**config.mk**
```make
export PLATFORM = sky130hd
export DESIGN_NAME = apb_master_bridge
export DESIGN_NICKNAME = d
export VERILOG_FILES = /design/src/rtl/apb_master_bridge.sv
export SDC_FILE = /design/constraint.sdc
export NUM_CORES = 1
export LEC_CHECK = 0
export ABC_AREA = 1
export BUFFER_PORTS_ARGS = -buffer_cell sky130_fd_sc_hd__buf_2
export CAP_MARGIN = 0
export CELL_PAD_IN_SITES_DETAIL_PLACEMENT = 0
export CELL_PAD_IN_SITES_GLOBAL_PLACEMENT = 1
export CORE_ASPECT_RATIO = 0.5
export CORE_MARGIN = 10
export CORE_UTILIZATION = 33
export CTS_CLUSTER_SIZE = 30
export DETAILED_ROUTE_END_ITERATION = 10
export GPL_ROUTABILITY_DRIVEN = 0
export GPL_TIMING_DRIVEN = 0
export PLACE_DENSITY_LB_ADDON = 0.1
export SYNTH_ARGS = -nofsm -noshare
export SYNTH_HDL_FRONTEND = slang
export SYNTH_SLANG_ARGS = --single-unit
```
**constraint.sdc**
```tcl
create_clock -name PCLK -period 1.7 [get_ports PCLK]
set_input_delay 0.255 -clock PCLK [delete_from_list [all_inputs] [get_ports PCLK]]
set_output_delay 0.255 -clock PCLK [all_outputs]
set_load 0.005 [all_outputs]
```
**src/rtl/apb_master_bridge.sv**
```systemverilog
// apb_master_bridge: single-outstanding APB3 initiator that turns a valid/ready command into SETUP/ACCESS transfers.
// Optional ACCESS wait-state timeout is compiled in when APB_MASTER_TIMEOUT_EN is defined.
module apb_master_bridge #(
  parameter int ADDR_W         = 12,
  parameter int DATA_W         = 32,
  parameter int TIMEOUT_CYCLES = 256
) (
  input  logic              PCLK,
  input  logic              PRESETn,
  input  logic              cmd_valid,
  output logic              cmd_ready,
  input  logic              cmd_write,
  input  logic [ADDR_W-1:0] cmd_addr,
  input  logic [DATA_W-1:0] cmd_wdata,
  output logic              rsp_valid,
  input  logic              rsp_ready,
  output logic [DATA_W-1:0] rsp_rdata,
  output logic              rsp_err,
  output logic              PSEL,
  output logic              PENABLE,
  output logic              PWRITE,
  output logic [ADDR_W-1:0] PADDR,
  output logic [DATA_W-1:0] PWDATA,
  input  logic [DATA_W-1:0] PRDATA,
  input  logic              PREADY,
  input  logic              PSLVERR
);

  typedef enum logic [1:0] {
    IDLE   = 2'd0,
    SETUP  = 2'd1,
    ACCESS = 2'd2,
    RESP   = 2'd3
  } state_t;

  state_t            state_r;
  state_t            state_nx_s;
  logic              accept_s;
  logic              done_s;
  logic              timeout_hit_s;
  logic              cmd_ready_r;
  logic              psel_r;
  logic              penable_r;
  logic              pwrite_r;
  logic              rsp_valid_r;
  logic              rsp_err_r;
  logic [ADDR_W-1:0] paddr_r;
  logic [DATA_W-1:0] pwdata_r;
  logic [DATA_W-1:0] rsp_rdata_r;
  logic              unused_s;

  // Byte-lane bits of the command address never reach the bus.
  assign unused_s = ^cmd_addr[1:0];

  assign accept_s = (state_r == IDLE) && cmd_valid && cmd_ready_r;
  assign done_s   = (state_r == ACCESS) && PREADY;

`ifdef APB_MASTER_TIMEOUT_EN
  localparam logic [15:0] WAIT_LAST = 16'(TIMEOUT_CYCLES - 1);

  logic [15:0] wait_cnt_r;

  // Wait-state counter: zeroed in SETUP so it starts clean on ACCESS entry.
  always_ff @(posedge PCLK or negedge PRESETn) begin
    if (!PRESETn) begin
      wait_cnt_r <= 16'd0;
    end else if (state_r == SETUP) begin
      wait_cnt_r <= 16'd0;
    end else if ((state_r == ACCESS) && !PREADY) begin
      wait_cnt_r <= wait_cnt_r + 16'd1;
    end else begin
      wait_cnt_r <= wait_cnt_r;
    end
  end

  // PREADY has priority: the abort only fires on a cycle that is still a wait state.
  assign timeout_hit_s = (state_r == ACCESS) && !PREADY && (wait_cnt_r == WAIT_LAST);
`else
  localparam int unused_timeout = TIMEOUT_CYCLES;

  assign timeout_hit_s = 1'b0;
`endif

  // Next-state decode for the transfer sequencer.
  always_comb begin
    state_nx_s = state_r;
    case (state_r)
      IDLE: begin
        if (accept_s) begin
          state_nx_s = SETUP;
        end else begin
          state_nx_s = IDLE;
        end
      end
      SETUP: begin
        state_nx_s = ACCESS;
      end
      ACCESS: begin
        if (done_s || timeout_hit_s) begin
          state_nx_s = RESP;
        end else begin
          state_nx_s = ACCESS;
        end
      end
      RESP: begin
        if (rsp_ready) begin
          state_nx_s = IDLE;
        end else begin
          state_nx_s = RESP;
        end
      end
      default: begin
        state_nx_s = IDLE;
      end
    endcase
  end

  // State and handshake/bus strobes, all registered from the next state.
  always_ff @(posedge PCLK or negedge PRESETn) begin
    if (!PRESETn) begin
      state_r     <= IDLE;
      cmd_ready_r <= 1'b0;
      psel_r      <= 1'b0;
      penable_r   <= 1'b0;
      rsp_valid_r <= 1'b0;
    end else begin
      state_r     <= state_nx_s;
      cmd_ready_r <= (state_nx_s == IDLE);
      psel_r      <= (state_nx_s == SETUP) || (state_nx_s == ACCESS);
      penable_r   <= (state_nx_s == ACCESS);
      rsp_valid_r <= (state_nx_s == RESP);
    end
  end

  // Command capture: address, direction and write data hold until the next accept.
  always_ff @(posedge PCLK or negedge PRESETn) begin
    if (!PRESETn) begin
      paddr_r  <= {ADDR_W{1'b0}};
      pwrite_r <= 1'b0;
      pwdata_r <= {DATA_W{1'b0}};
    end else if (accept_s) begin
      paddr_r  <= {cmd_addr[ADDR_W-1:2], 2'b00};
      pwrite_r <= cmd_write;
      pwdata_r <= cmd_write ? cmd_wdata : {DATA_W{1'b0}};
    end else begin
      paddr_r  <= paddr_r;
      pwrite_r <= pwrite_r;
      pwdata_r <= pwdata_r;
    end
  end

  // Response capture on the completion edge (or on a timeout abort).
  always_ff @(posedge PCLK or negedge PRESETn) begin
    if (!PRESETn) begin
      rsp_rdata_r <= {DATA_W{1'b0}};
      rsp_err_r   <= 1'b0;
    end else if (done_s) begin
      rsp_rdata_r <= pwrite_r ? {DATA_W{1'b0}} : PRDATA;
      rsp_err_r   <= PSLVERR;
    end else if (timeout_hit_s) begin
      rsp_rdata_r <= {DATA_W{1'b0}};
      rsp_err_r   <= 1'b1;
    end else begin
      rsp_rdata_r <= rsp_rdata_r;
      rsp_err_r   <= rsp_err_r;
    end
  end

  assign cmd_ready = cmd_ready_r;
  assign rsp_valid = rsp_valid_r;
  assign rsp_rdata = rsp_rdata_r;
  assign rsp_err   = rsp_err_r;
  assign PSEL      = psel_r;
  assign PENABLE   = penable_r;
  assign PWRITE    = pwrite_r;
  assign PADDR     = paddr_r;
  assign PWDATA    = pwdata_r;

endmodule

```
==> results.cfg, run 1 <==
[finish]
final_common_cell = nand2_1
syn_to_final_growth_pct = 33.9
drive_gt1_share_pct = 30.0
diodes = 0
post-route-util_pct = 45.8
nets = 750
mostFrequentLayoutCells = nand2_1, buf_2, dfrtp_1
fin_area_um2 = 5090

[run_status]
status = finished clean

[yosys]
ys_top_cells_by_area = dfrtp_1, nand2_1, nand3_1
synth-xor-area-share_pct = 0
synth_compound_area_share_pct = 0.132
synth.distinct_cells = 16
synth_top_family_by_area = simple AND/OR/NAND/NOR gates
synth_cells = 492
syn_area_um2 = 3800
synth-simple-area-share_pct = 33.2
ys_seq_area_share_pct = 53.9
synthMuxAreaShare_pct = 0
synth_top_area_share_pct = 53.9
ys_ff_latch = 82
synth_adder_area_share_pct = 0.987
synth_top_cell_by_area = dfrtp_1
yosys_warnings = 0
avgSynthCellArea_um2 = 7.73

[drt]
postRouteAntennaNets = 0
vias = 3438
drtPass1Iterations = 4
initialDrtViolationCount = 239
wirelength_um = 11500
wl_per_cell_um = 14.1
avgViaCountPerCell = 4.22
drc = 0

[setup_path]
critPathMaxFanout = 10
rr_worst_depth = 5
cp-start-kind = flop
regToRegEndpoint = rsp_valid
regToRegSetupSlack_ns = 0.28
end_kind = flop
critPathRequiredTime_ns = 1.97
criticalPathCategory = flop to flop
reg2reg_from = state_r[0]
arrival_ns = 1.69

[clock_tree]
cts_buffers = 9
cts_tree = built
root_buffer = clkbuf_16
cts_buffer_depth = 2
clk_latency_ns = 0.34
cts-resized-gates = 0
cts-htree-levels = 3
clock-sinks = 82
path_clk_slew_ns = 0.06

[global_route]
grt_pass1_vias = 3496
grt_usage_pct = 14.0
grt_overflow_total = 0
grt_max_degree = 66
antenna_found_initial = 0
grt_first_pass_wirelength_um = 18100

[floorplan]
core-area_um2 = 11100
die_area_um2 = 16500
fp.dieH_um = 95.9
start_util_pct = 34.2
ios = 165
dieWidth_um = 172
fp-row-count = 27

[timing]
fin_crit_ns = 1.42
setup_violations = 0
max_freq_ghz = 0.703
final-hold-violation-count = 0
final_max_slew_viol_count = 0
min_period_over_period_pct = 83.7
finalClockSkew_ns = 0.00999
rsz0062_at_grt = no
fin_hold_ws_ns = 0.146

[placement]
io_buffers = 158
place_hpwl_um = 8470
place_area_um2 = 4810

[power]
finalPower_mw = 8.47
irDropWorstVdd_mv = 0.527
power.density_cell_area_nw_per_um2 = 1660
power_leakage_nw = 3.27

[worst_hold_path]
hold_start = cmd_addr[10]
hp-class = input port to flop
hold_end = PADDR[10]
min_delay_path_depth = 3

[run]
drv_cap = 0
==> metrics by stage <==
step / TNS, ns / instances / worst slack [ns]
after floorplan: 0 / 493 / 0.477
after global placement: -33.21 / 796 / -0.415
after detailed placement: 0 / 797 / 0.253
after CTS: 0 / 814 / 0.245
after global routing: 0 / 814 / 0.161
final: 0 / 814 / 0.277
==> worst max-delay path by stage <==
stage                    start             to  slack (ns)  cells after the start
finish              state_r[0]      rsp_valid        0.28                      5
global route        state_r[0]      rsp_valid        0.16                      5
floorplan           state_r[0]           PSEL        0.48                      5
global placement       PRESETn  rsp_rdata[20]       -0.41                      1
CTS                 state_r[0]      rsp_valid        0.24                      5
detailed placement  state_r[0]      rsp_valid        0.25                      5
==> critical path, cell delays in order, from the launching register on <==
cell and delay [ns]:
dfrtp_1 0.46, nor2_4 0.26, nand2_2 0.16, buf_4 0.21
nand3_1 0.10, ha_1 0.16
==> metal layers <==
layer / global-route usage (%) / share of wire (%) / vias up / routed length, um
met1: 17.2 / 45 / 1525 / 5180
li1: - / - / 1813 / -
met2: 21.9 / 45 / 91 / 5190
met3: 6.37 / 8.8 / 9 / 1010
met4: 3.56 / 0.97 / 0 / 112
met5: 0 / 0 / - / 0
==> Yosys cell counts <==
library cell and instances:
conb_1 1, dfrtp_1 82, nand2_2 1, inv_2 2, nand2_1 188, nand3_1 78
clkbuf_1 11, ha_1 3, buf_2 9, buf_4 10, inv_1 67, nor2_1 34
o21ai_0 1, nand3_2 1, nor2_4 2, buf_6 2
==> repair_timing <==
action                    CTS  global route
hold endpoints to repair   17             0
setup buffers               0             0
hold buffers                1             0
==> cells by family after synthesis <==
logic type / count (synthesis)
AOI/OAI and AO/OA: 1
and+or+nand+nor: 304
buffers and inverters: 101
DFF: 82
adders and majority gates: 3
other: 1
==> area by class of cell <==
cell class                 count  area (um^2)
fill                        1203         6020
sequential                    82         2050
multi-input combinational    310         1310
timing repair buffer         160          831
inverter                      69          259
clock buffer                  10          229
buffer                        32          184
tap                          145          181
clock inverter                 6         43.8
==> sequential cells by signal (all words and copies together), names as in the netlist <==
signal	count
PWDATA	32
rsp_valid	1
PADDR	10
state_r	2
rsp_rdata	32
PWRITE	1
PSEL	1
cmd_ready	1
PENABLE	1
rsp_err	1
==> where the power goes <==
| part | switching [mW] | internal, mW |
|---|---|---|
| combinational | 1.84 | 1.39 |
| sequential | 0.516 | 2.92 |
| clock | 0.812 | 0.990 |
Note: power is estimated with default switching activity, not from simulation.
==> run 2, diff against run 1 <==
- CORE_UTILIZATION: 33 -> 30
- clock period: 1.7 -> 1.29 ns (I/O delays scaled with it)
==> run 2 against run 1 <==
  * Setup slack got worse by 0.27 ns
  * Design area increased by 3.2%
  * Die area increased by 8.3%
  * Combinational power increased by 38%
  * First-iteration DRC count decreased by 35%
  * Clock power increased by 47%
  * Cell count increased by 2.7%
==> results.cfg, run 2 (synthesis results as in run 1) <==
[run_status]
status = finished clean

[timing]
finalClockSkew_ns = 0.00971
fin_hold_ws_ns = 0.0930
setup_violations = 0
min_period_over_period_pct = 99.3
fin_crit_ns = 1.28
rsz0062_at_grt = yes
final-hold-violation-count = 0
max_freq_ghz = 0.781
final_max_slew_viol_count = 0

[global_route]
grt_usage_pct = 13.1
grt_first_pass_wirelength_um = 18700
antenna_found_initial = 1
grt_use_met3_pct = 5.21
grt_overflow_total = 0
grt-busiest-layer = met2
grt_use_met1_pct = 15.9
met2_usage_pct = 21.5
grt_pass1_vias = 3558
grt_max_degree = 62

[floorplan]
start_util_pct = 31.5
fp-row-count = 28
die_area_um2 = 17900
fp.dieH_um = 99.6
dieWidth_um = 179
core-area_um2 = 12100
ios = 165

[drt]
drtPass1Iterations = 4
vias = 3502
wl_per_cell_um = 14.5
wirelength_um = 12100
initialDrtViolationCount = 155
drc = 0
postRouteAntennaNets = 0
avgViaCountPerCell = 4.19

[setup_path]
end_kind = flop
critPathRequiredTime_ns = 1.55
arrival_ns = 1.54
cp-start-kind = flop
path_cells = nor2_4, nand2_4, buf_8, nand3_2, ha_1
cp-startpoint = state_r[1]
reg2reg_from = state_r[1]
slowest_delay_ns = 0.46
critPathMaxFanout = 8
crit_slowest_cell = dfrtp_2
criticalPathCategory = flop to flop

[power]
comb_power_share_pct = 38.3
p_seq_share_pct = 39.0
netSwitchingFraction_pct = 36.0
irDropWorstVdd_mv = 0.570
clkPwrFrac_pct = 22.7
p_switching_mw = 4.20
power_leakage_nw = 3.37
intPower_mw = 7.47
power.density_cell_area_nw_per_um2 = 2220

[worst_hold_path]
hold_start = cmd_addr[11]
hp-class = input port to flop

[clock_tree]
cts-htree-levels = 3
clk_latency_ns = 0.33
root_buffer = clkbuf_16
cts_buffer_depth = 2
cts_tree = built
clock-sinks = 82
cts_buffers = 9
path_clk_slew_ns = 0.06

[placement]
io_buffers = 158
place_hpwl_um = 8750
place_area_um2 = 4830

[finish]
nets = 755
drive_gt1_share_pct = 32.6
fin_area_um2 = 5260
num-fill-cells = 1315
syn_to_final_growth_pct = 38.2
diodes = 0
mostFrequentLayoutCells = nand2_1, buf_2, dfrtp_1
seq_area_um2 = 2050
multiInputGateArea_um2 = 1340
final_common_cell = nand2_1

[run]
drv_cap = 0
run 2: timing repair:
item	in CTS	in global routing
pin swaps	0	2
hold buffers	1	0
setup endpoints to repair	45	63
resized for setup	10	18
gates cloned	0	1
setup buffers	0	4
hold endpoints to repair	21	0
run 2: path summary, 6_finish.rpt:
check,to,slack (ns),cells past startpoint
hold / removal,PADDR[11],0.09,3
setup reg to reg,rsp_valid,0.009,5
hold reg to reg,PADDR[11],0.46,2
setup / recovery,rsp_valid,0.009,5
min in group asynchronous,PWDATA[13],0.31,2
max in group asynchronous,state_r[1],0.35,3
run 2: power groups by stage:
stage	clock [mW]	sequential [mW]	combinational (mW)
finish	2.65	4.55	4.47
global route	2.87	4.73	5.15
CTS	2.76	4.55	4.52
detailed placement	0	4.56	4.48
global placement	0	4.56	4.41
floorplan	0	4.67	2.07
run 2: metrics by stage:
step / setup WS, ns / instances / setup TNS [ns] / utilization (%) / power [mW]
2_1_floorplan: 0.0670 / 493 / 0 / - / 6.74
3_3_place_gp: -0.786 / 816 / -64.94 / 39.8 / 8.97
3_5_place_dp: -0.134 / 817 / -1.20 / 40.0 / 9.04
4_1_cts: -0.0467 / 831 / -0.0780 / 42.7 / 11.8
5_1_grt: -0.0788 / 836 / -1.74 / 43.5 / 12.7
6_report: 0.00898 / 836 / 0 / 43.5 / 11.7
run 2: cell type report:
| class | instances | share of cell area (%) |
|---|---|---|
| Clock inverter | 4 | 1.33 |
| Multi-Input combinational cell | 310 | 25.5 |
| Tap cell | 165 | 3.93 |
| Timing Repair Buffer | 165 | 16.9 |
| Sequential cell | 82 | 39.1 |
| Buffer | 32 | 4.05 |
| Inverter | 69 | 4.98 |
| Clock buffer | 9 | 4.28 |
run 2: layer usage:
metal	share of wire, %	vias to the layer above
met3	7.7	8
met1	44	1581
li1	-	1824
met4	0.76	2
met5	0.058	-
met2	48	87
run 2: worst max-delay path: cells and delay by family, from the launching register on:
family | cells | cell delay (ns)
fa+ha+maj | 1 | 0.13
flops | 1 | 0.46
buf+inv | 1 | 0.16
simple gates | 3 | 0.45
==> run 3, diff against run 2 <==
==> constraint.sdc (replaced) <==
create_clock -name PCLK -period 1.29 [get_ports PCLK]
set_input_delay 0.0645 -clock PCLK [delete_from_list [all_inputs] [get_ports PCLK]]
set_output_delay 0.0645 -clock PCLK [all_outputs]
set_load 0.005 [all_outputs]
==> run 3 against run 2 <==
  * Routed wire length increased by 0.26%
  * Critical path depth is the same
  * Setup slack better by 0.0021 ns
  * Clock skew down 0.00082 ns
  * Worst hold slack got worse by 0.052 ns
  * Critical endpoint is now PADDR[7]
  * Highest routed layer unchanged
  * Count of clock-buffer cells in the layout unchanged
  * First-iteration DRC count down 1.9%
  * Cell count up 1.3%
==> results.cfg, run 3 (synthesis results as in run 1) <==
[drt]
avgViaCountPerCell = 4.19
vias = 3545
drtPass1Iterations = 4
postRouteAntennaNets = 0
initialDrtViolationCount = 152
drc = 0
wirelength_um = 12100
wl_per_cell_um = 14.3

[power]
p_seq_share_pct = 38.8
p_switching_mw = 4.21
power.density_cell_area_nw_per_um2 = 2180
netSwitchingFraction_pct = 35.9
clkPwrFrac_pct = 22.7
irDropWorstVdd_mv = 0.573
finalPower_mw = 11.7
power_leakage_nw = 3.42
intPower_mw = 7.49
comb_power_share_pct = 38.4

[timing]
max_freq_ghz = 0.782
rsz0062_at_grt = yes
setup_tns_ns = 0
finalClockSkew_ns = 0.00889
final_max_slew_viol_count = 0
min_period_over_period_pct = 99.1
final-hold-violation-count = 0
setup_violations = 0
fin_crit_ns = 1.28

[finish]
syn_to_final_growth_pct = 41.1
drive_gt1_share_pct = 32.1
post-route-util_pct = 44.4
diodes = 0
nets = 766
num-fill-cells = 1306
fin_area_um2 = 5370
final_common_cell = nand2_1
mostFrequentLayoutCells = nand2_1, buf_2, dfrtp_1

[global_route]
grt_first_pass_wirelength_um = 18800
antenna_found_initial = 1
grt_usage_pct = 13.2
grt_max_degree = 62
grt_pass1_vias = 3601
grt_overflow_total = 0

[setup_path]
arrival_ns = 1.50
crit_end = PADDR[7]
end_kind = flop
cp-startpoint = state_r[1]
reg2reg_from = state_r[1]
rr_worst_depth = 5
critPathMaxFanout = 10
criticalPathCategory = flop to flop
path_cells = nor2_4, nand2_4, buf_4, nand2_1, nand2_1
slowest_delay_ns = 0.46
regToRegEndpoint = PADDR[7]
regToRegSetupSlack_ns = 0.01
crit_top_cell = nand2_1
cp-start-kind = flop
critPathRequiredTime_ns = 1.51
crit_slowest_cell = dfrtp_2

[clock_tree]
cts_tree = built
root_buffer = clkbuf_16
path_clk_slew_ns = 0.06
clock-sinks = 82
cts_buffers = 9
cts_buffer_depth = 2
cts-htree-levels = 3
clk_latency_ns = 0.33

[placement]
place_area_um2 = 4830
io_buffers = 158
place_hpwl_um = 8750

[worst_hold_path]
hp-class = input port to flop

[run_status]
status = finished clean

[floorplan]
fp-row-count = 28
core-area_um2 = 12100
die_area_um2 = 17900
start_util_pct = 31.5
dieWidth_um = 179
fp.dieH_um = 99.6
ios = 165

[run]
drv_cap = 0
## run 3: cell count changes in the layout (fill, tap and decap cells not counted)
cell | previous run | this run
dlygate4sd3_1 | 1 | 12
## run 3: layer usage
layer / global-route usage [%] / vias to the layer above / routed length, um
li1: - / 1846 / -
met1: 15.9 / 1593 / 5330
met2: 21.8 / 94 / 5770
met3: 5.13 / 10 / 917
met4: 3.26 / 2 / 98
met5: 0 / - / 20
## run 3: power by group through the flow
stage	sequential [mW]	combinational, mW	clock (mW)
3_5_place_dp	4.56	4.48	0
2_1_floorplan	4.67	2.07	0
6_report	4.54	4.49	2.66
4_1_cts	4.55	4.54	2.76
3_3_place_gp	4.56	4.41	0
5_1_grt	4.73	5.17	2.87
## run 3: worst min path at each step
stage,from,end,slack (ns),cells after the start
finish,cmd_wdata[10],PWDATA[10],0.04,5
global route,cmd_wdata[2],PWDATA[2],0.05,5
CTS,cmd_wdata[10],PWDATA[10],0.03,5
detailed placement,PRESETn,PWDATA[13],-0.01,1
global placement,cmd_addr[4],PADDR[4],0.30,3
floorplan,PRESETn,PADDR[10],-0.23,0
## run 3: cell type report
class | count | area [um^2] | share of cell area, %
flip-flops and latches | 82 | 2050 | 38.3
multi-input cells | 310 | 1340 | 25.0
repair buffers | 176 | 996 | 18.6
inverters | 69 | 262 | 4.87
clock buffers | 9 | 225 | 4.20
plain buffers | 32 | 213 | 3.96
well taps | 165 | 206 | 3.85
clock inverters | 4 | 70.1 | 1.31
## run 3: repair_timing
| action | 4_1_cts | 5_1_grt |
|---|---|---|
| setup buffers | 0 | 4 |
| setup endpoints to repair | 45 | 63 |
| hold buffers | 12 | 0 |
| resized for setup | 10 | 18 |
| cloned | 0 | 1 |
| pin swaps | 0 | 2 |
| endpoints found under the hold margin | 40 | 0 |
## run 3: worst max-delay path: cells and delay by family (launching register included)
family | cells | cell delay, ns
simple gates | 4 | 0.50
flops | 1 | 0.46
buf+inv | 1 | 0.20
## run 3: metrics by stage
step	hold WS (ns)	std cells	worst slack [ns]
after floorplan	-0.231	493	0.0670
after global placement	0.298	816	-0.657
after detailed placement	-0.0145	817	-0.134
after CTS	0.0289	842	-0.0467
after global routing	0.0486	847	-0.0788
final	0.0415	847	0.0111
